`src/rtl/rf_writeback_unit.sv`:
```
// rf_writeback_unit: arbitrates ALU/LSU results onto the RF write port and tracks pending destinations.
module rf_writeback_unit (
   input  logic        clk,
   input  logic        rst,
   input  logic        wb_stall_i,
   input  logic        id_issue_i,
   input  logic [4:0]  id_dst_i,
   input  logic [4:0]  id_src1_i,
   input  logic [4:0]  id_src2_i,
   output logic        id_hazard_o,
   input  logic        alu_valid_i,
   input  logic [4:0]  alu_dst_i,
   input  logic [31:0] alu_data_i,
   output logic        alu_ready_o,
   input  logic        lsu_valid_i,
   input  logic [4:0]  lsu_dst_i,
   input  logic [31:0] lsu_data_i,
   output logic        lsu_ready_o,
   output logic        rf_we_o,
   output logic [4:0]  rf_dst_o,
   output logic [31:0] rf_dst_d_o,
   output logic [31:0] pending_o,
   output logic        err_o
);
   logic [31:0] r_pend;
   logic [1:0]  r_cnt;
   logic        r_we;
   logic [4:0]  r_dst;
   logic [31:0] r_data;
   logic        r_err;
   logic        w_alu_gnt;
   logic        w_lsu_gnt;
   logic        w_acc;
   logic        w_wr;
   logic [4:0]  w_dst;
   logic [31:0] w_data;
   logic [31:0] w_pend_nxt;
   logic        w_hazard;
   assign w_hazard = r_pend[id_src1_i] | r_pend[id_src2_i] | r_pend[id_dst_i];
   // LSU wins contention unless the ALU has already lost twice in a row
   always_comb begin
      w_alu_gnt  = alu_valid_i & (!lsu_valid_i | r_cnt == 2'd2);
      w_lsu_gnt  = lsu_valid_i & !w_alu_gnt;
      w_acc      = !wb_stall_i & (w_alu_gnt | w_lsu_gnt);
      w_dst      = w_alu_gnt ? alu_dst_i : lsu_dst_i;
      w_data     = w_alu_gnt ? alu_data_i : lsu_data_i;
      w_wr       = w_acc & (w_dst != 5'd0);
      w_pend_nxt = r_pend;
      if (!wb_stall_i && r_we) w_pend_nxt[r_dst] = 1'b0;
      if (!wb_stall_i && id_issue_i && !w_hazard) w_pend_nxt[id_dst_i] = 1'b1;
      w_pend_nxt[0] = 1'b0;
   end
   always_ff @(posedge clk) begin
      if (rst) begin
         r_pend <= '0;
         r_cnt  <= '0;
         r_we   <= 1'b0;
         r_dst  <= '0;
         r_data <= '0;
         r_err  <= 1'b0;
      end else begin
         r_pend <= w_pend_nxt;
         if (w_wr && !r_pend[w_dst]) r_err <= 1'b1;
         r_cnt <= (!alu_valid_i || (w_alu_gnt && !wb_stall_i)) ? 2'd0 :
                  (!wb_stall_i && lsu_valid_i) ? r_cnt + 2'd1 : r_cnt;
         if (!wb_stall_i) begin
            r_we <= w_wr;
            if (w_wr) begin
               r_dst  <= w_dst;
               r_data <= w_data;
            end
         end
      end
   end
   assign id_hazard_o = w_hazard;
   assign alu_ready_o = !wb_stall_i & w_alu_gnt;
   assign lsu_ready_o = !wb_stall_i & w_lsu_gnt;
   assign rf_we_o     = r_we;
   assign rf_dst_o    = r_dst;
   assign rf_dst_d_o  = r_data;
   assign pending_o   = r_pend;
   assign err_o       = r_err;
endmodule

```
`config.mk`:
```
export PLATFORM = sky130hd
export DESIGN_NAME = rf_writeback_unit
export DESIGN_NICKNAME = d
export VERILOG_FILES = /design/src/rtl/rf_writeback_unit.sv
export SDC_FILE = /design/constraint.sdc
export NUM_CORES = 1
export LEC_CHECK = 0
export ABC_AREA = 1
export CORE_ASPECT_RATIO = 0.7
export CORE_MARGIN = 5
export CORE_UTILIZATION = 47
export CTS_BUF_LIST = sky130_fd_sc_hd__clkbuf_4 sky130_fd_sc_hd__clkbuf_8
export DETAILED_ROUTE_END_ITERATION = 10
export PLACE_DENSITY = 0.81
export SYNTH_ARGS = -nofsm -noshare
export SYNTH_HDL_FRONTEND = slang
export SYNTH_SLANG_ARGS = --single-unit
```
`constraint.sdc`:
```
create_clock -name clk -period 2.1 [get_ports clk]
set_input_delay 0.315 -clock clk [delete_from_list [all_inputs] [get_ports clk]]
set_output_delay 0.315 -clock clk [all_outputs]
set_load 0.01 [all_outputs]
```
; ---- Yosys cells after proc, flatten, opt, wreduce, memory -nomap -nowiden
; Cells that the tools add are included.
[word_totals]
reg_bits = 73
latch_bits = 0
mem_bits_rw = 0
romBits = 0
input_bits = 95
out_inout_bits = 74
mem_count = 0
[classes]
add_sub_neg = 1
mul = 0
n_div = 0
n_lt_le_gt_ge = 7
n_eq_ne = 1
shifts = 0
mux = 16
bitwise_logic = 14
n_reduce_logical = 18
[ops]
columns = operator, n
row1 = 32-bit 2-to-1 mux, 3
row2 = 32-bit bitwise AND, 1
row3 = 32-bit inverter, 1
row4 = 32-bit OR, 1
row5 = 5-bit by 6-bit < comparator with 1-bit output (second input constant), 5
row6 = 1-bit binary-select mux with 5-bit select, 4
row7 = 1-bit demux with 5-bit select, 2
row8 = 5-bit by 1-bit >= comparator with 1-bit output (second input constant), 2
row9 = 1-bit logical AND, 8
row10 = 1-bit bitwise AND, 6
row11 = 1-bit zero test, 6
row12 = 1-bit 2-to-1 mux, 6
row13 = 5-bit 2-to-1 mux, 1
row14 = 5-bit nonzero test, 1
row15 = 1-bit OR, 4
row16 = 2-bit by 1-bit adder with 2-bit output (second input constant), 1
row17 = 2-bit == test (second input constant), 1
row18 = 2-bit AND reduction, 1
row19 = 2-bit OR reduction, 1
row20 = 1-bit logical OR, 1
row21 = 1-bit inverter, 1

; ---- Logic depth before layout (Yosys ltp)
[depth]
ltp_word = 9
depth_mapped = 19
mapped_depth_nobuf = 18

; ---- Worst setup path after synthesis
; Ideal clock, no wire load.
[synth_timing]
kind = reg-to-reg
start = register r_cnt[0]
end = register r_data[29], in the netlist rf_dst_d_o[29]
arrival_ps = 1735
path_slack_ps = 240
stages_incl_launch_ff = 17
n_path_buf = 2
period_less_slack_ps = 1860
cell_sequence = dfxtp_1 inv_1 ha_1 inv_1 nand2_2 buf_6 nand3_1 nand2_1 nor2_1 nand2_1 inv_1 nand2_1 nand2_2 inv_4 buf_6 o21ai_0 a31oi_1
[synth_between]
elab_chain_cells = 9
elab_cells_between_ends = 12
[synth_lines]
columns = element, line_no
row1 = start: declaration, 26  ; logic [1:0] r_cnt;
row2 = start signal: assignment, 64  ; r_cnt <= (!alu_valid_i || (w_alu_gnt && !wb_stall_i)) ? 2'd0 :
row3 = 2-bit == test *, 42  ; w_alu_gnt = alu_valid_i & (!lsu_valid_i | r_cnt == 2'd2);
row4 = 1-bit OR *, 42
row5 = 1-bit bitwise AND *, 42
row6 = 1-bit zero test, 43  ; w_lsu_gnt = lsu_valid_i & !w_alu_gnt;
row7 = 1-bit bitwise AND, 43
row8 = 1-bit OR, 44  ; w_acc = !wb_stall_i & (w_alu_gnt | w_lsu_gnt);
row9 = 1-bit bitwise AND, 44
row10 = 1-bit bitwise AND, 47  ; w_wr = w_acc & (w_dst != 5'd0);
row11 = 2-bit AND reduction (no source line), -
row12 = end signal: assignment, 70  ; r_data <= w_data;
row13 = end: declaration, 29  ; logic [31:0] r_data;
; Every way passes the cells marked *; elsewhere a longest branch is shown, timed or not.
; A chain may end at the register's enable or synchronous reset.

; ---- Final worst setup path
[layout_timing]
start = register r_pend[1], in the netlist pending_o[1]
end = output id_hazard_o
[layout_between]
elab_chain_cells = 4
elab_cells_between_ends = 8
[layout_lines]
columns = element, line_no
row1 = start: declaration, 25  ; logic [31:0] r_pend;
row2 = start signal: assignment, 62  ; r_pend <= w_pend_nxt;
row3 = 1-bit binary-select mux with 5-bit select, 39  ; assign w_hazard = r_pend[id_src1_i] | r_pend[id_src2_i] | r_pend[id_dst_i];
row4 = 1-bit 2-to-1 mux (not written as such), 39
row5 = 1-bit OR, 39
row6 = 1-bit OR *, 39
row7 = end: declaration, 10  ; output logic id_hazard_o,
; Every way passes the cells marked *; elsewhere a longest branch is shown, timed or not. The select of a mux whose other input is x is not followed.

==> impl_metrics.tcl <==
set metrics [dict create \
    worstPathArrival_ns 1.72 \
    skew_ns 0.00758 \
    cts.sinks 72 \
    nNetsFinal 1093 \
    top_layer_used "met4" \
    cts.clk_slew.worst_paths_ns 0.09 \
    worstSetupEndpointType "output pin" \
    ys_seq_area_frac 0.300 \
    clock.fmax_ghz 0.492 \
    dr.pass1.iters 6 \
    whs_ns 0.489 \
    wirelength_um 21500 \
    layout-drive-gt1-share 0.206 \
    cts_buffer_depth 2 \
    netlist_instances 776 \
    r2r_slack_ns 0.12 \
    synth-main-ff-cell "dfxtp_1" \
    final_area_um2 7460 \
    hold_path_end "rf_we_o" \
    io_pins 169 \
    vias 6650 \
    core_area_um2 9830 \
    path_max_fanout 6 \
    critPathRequiredTime_ns 1.78 \
    dieArea_um2 12400 \
    n_antenna_cell 0 \
    grt_overflow_total 0 \
    max_cap_viol_count 0 \
    synth-edff-count 0 \
    wirelength_met1_um 8970 \
    crit_type "reg -> out" \
    p_per_area_nw_per_um2 485 \
    layout_commonest_cell "nand2_1" \
    area_growth_pct 55.4 \
    worst_r2r_path_depth 16 \
    min_from "rf_we_o" \
    syn_nets 872 \
    peakVddDrop_uv 455 \
    fin_util 0.759 \
    dr_wl_met2_um 8970 \
    place.gp.congestion 1.04 \
    vias_per_cell 5.88 \
    rsz0062_at_grt "true" \
    outcome "completed" \
    antenna_found_initial 0 \
    die-height_um 94.5 \
    wl_met3_um 2830 \
    place_area_um2 6980 \
    syn-cell-area_um2 4800 \
    grt_pass1_vias 6174 \
    finalSetupViolations 0 \
    place_hpwl_um 15800 \
    initialDrtViolationCount 805 \
    fin_crit_sh 0.967 \
    port_buffers 167 \
    period_needed_ns 2.03 \
    hold_violations 0 \
    clock_latency_ns 0.36 \
    hp-class "reg -> reg" \
    start_util 0.488 \
    dpl_worst_slack_ns -0.591 \
    ys_warn_count 0 \
    drcViolationCount 0 \
    final_cell_mix "180 x nand2_1, 157 x clkdlybuf4s50_1, 135 x nand3_1" \
    routedWlPerCell_um 19.0 \
    setup_ws_ns 0.0693 \
    cts-htree-levels 3 \
    syn_avg_cell_area_um2 6.19 \
    leakage_uw 0.00322 \
    root_buffer "clkbuf_8" \
    r2r-start "r_cnt[0]" \
    antenna_left 0 \
    finalPower_uw 3620 \
    die_x_um 131 \
    grt_usage 0.336 \
    hold_depth 2 \
    rows 30 \
    cts_tree "built" \
    yosys_register_bits 72 \
    final_max_slew_viol_count 0 \
    synth_cell_types 32 \
    cts_buffers 9 \
    grt_pass1_wl_um 32400 \
    crit_path_start_kind "flop" \
    grt_max_degree 37 \
    timing.rr.end "rf_dst_d_o[20]" \
    async_flop_share 0 \
]
critical path: stages, from the launching register on:
cell and delay (ns):
dfxtp_1 0.57, nand3_1 0.14, nand3_1 0.11, nand3_1 0.08
nand2_1 0.07, nand2_1 0.04, nand2_1 0.10, nor2_2 0.05
nand2_1 0.07, buf_2 0.13
power breakdown:
group	internal (uW)	switching, uW	leakage (uW)
clock network	486	577	0.0000977
logic	513	563	0.00252
registers	1430	52.1	0.000597
synth_stat cells (2+ instances only):
library cell  instances  share of area
nand2_1             181           0.14
nand3_1             136           0.14
inv_1                76          0.059
dfxtp_1              72           0.30
nor2_1               49          0.038
o21ai_0              45          0.047
a21oi_1              44          0.046
a31oi_1              32          0.042
nand4_1              31          0.040
o21ai_1              22          0.023
clkbuf_1             14          0.011
buf_6                13          0.031
buf_2                12          0.013
nand2_2               9          0.012
buf_4                 7          0.011
nor3_1                7         0.0073
a22oi_1               4         0.0063
inv_2                 3         0.0023
o211ai_1              3         0.0047
o22ai_1               3         0.0039
buf_1                 2         0.0016
stage by stage:
step | std cells | TNS [ns]
2_1_floorplan | 776 | 0
3_3_place_gp | 1104 | -9.79
3_5_place_dp | 1104 | -12.52
4_1_cts | 1121 | -0.0813
5_1_grt | 1130 | -0.116
6_report | 1130 | 0
layout make-up:
type / instances / area [um2]
fillers: 772 / 2370
inverters: 81 / 334
clock inverters: 5 / 40.0
flip-flops and latches: 72 / 1460
well taps: 128 / 160
repair buffers: 257 / 2400
multi-input cells: 576 / 2910
clock buffers: 11 / 145
sequential cells by signal, summed over array words and instances (netlist names):
signal	cells
r_cnt	2
pending_o	31
rf_dst_o	5
rf_we_o	1
rf_dst_d_o	32
err_o	1
cells by family (layout without fill, tap and decap cells):
| group | after synthesis | in the layout | synth area share |
|---|---|---|---|
| buf+inv | 129 | 354 | 0.131 |
| fa+ha+maj | 1 | 1 | 0.00261 |
| xor+xnor | 1 | 1 | 0.00183 |
| other cells | 1 | 1 | 0.000781 |
| simple gates | 417 | 418 | 0.388 |
| flops | 72 | 72 | 0.300 |
| compound gates | 155 | 155 | 0.176 |
layer usage:
| layer | up-vias | global-route usage |
|---|---|---|
| met5 | - | 0 |
| met3 | 61 | 0.124 |
| li1 | 3074 | - |
| met1 | 3041 | 0.470 |
| met2 | 474 | 0.472 |
| met4 | 0 | 0.118 |
worst max-delay path by stage:
stage	startpoint	end	slack, ns	depth (start not counted)
2_1_floorplan	r_cnt[0]	rf_dst_d_o[29]	0.24	16
3_3_place_gp	id_dst_i[3]	id_hazard_o	-0.58	10
3_5_place_dp	id_dst_i[1]	id_hazard_o	-0.59	11
4_1_cts	id_src2_i[1]	id_hazard_o	-0.08	11
5_1_grt	pending_o[6]	id_hazard_o	-0.05	10
6_report	pending_o[1]	id_hazard_o	0.07	9
what timing repair did:
action,4_1_cts,5_1_grt
buffers inserted,1,9
gates cloned,0,1
resized for setup,46,89
pin swaps,1,10
hold buffers,0,0
endpoints found under the hold margin,0,0
setup endpoints to repair,5,39
No activity file was read; power rests on OpenSTA's default activity.
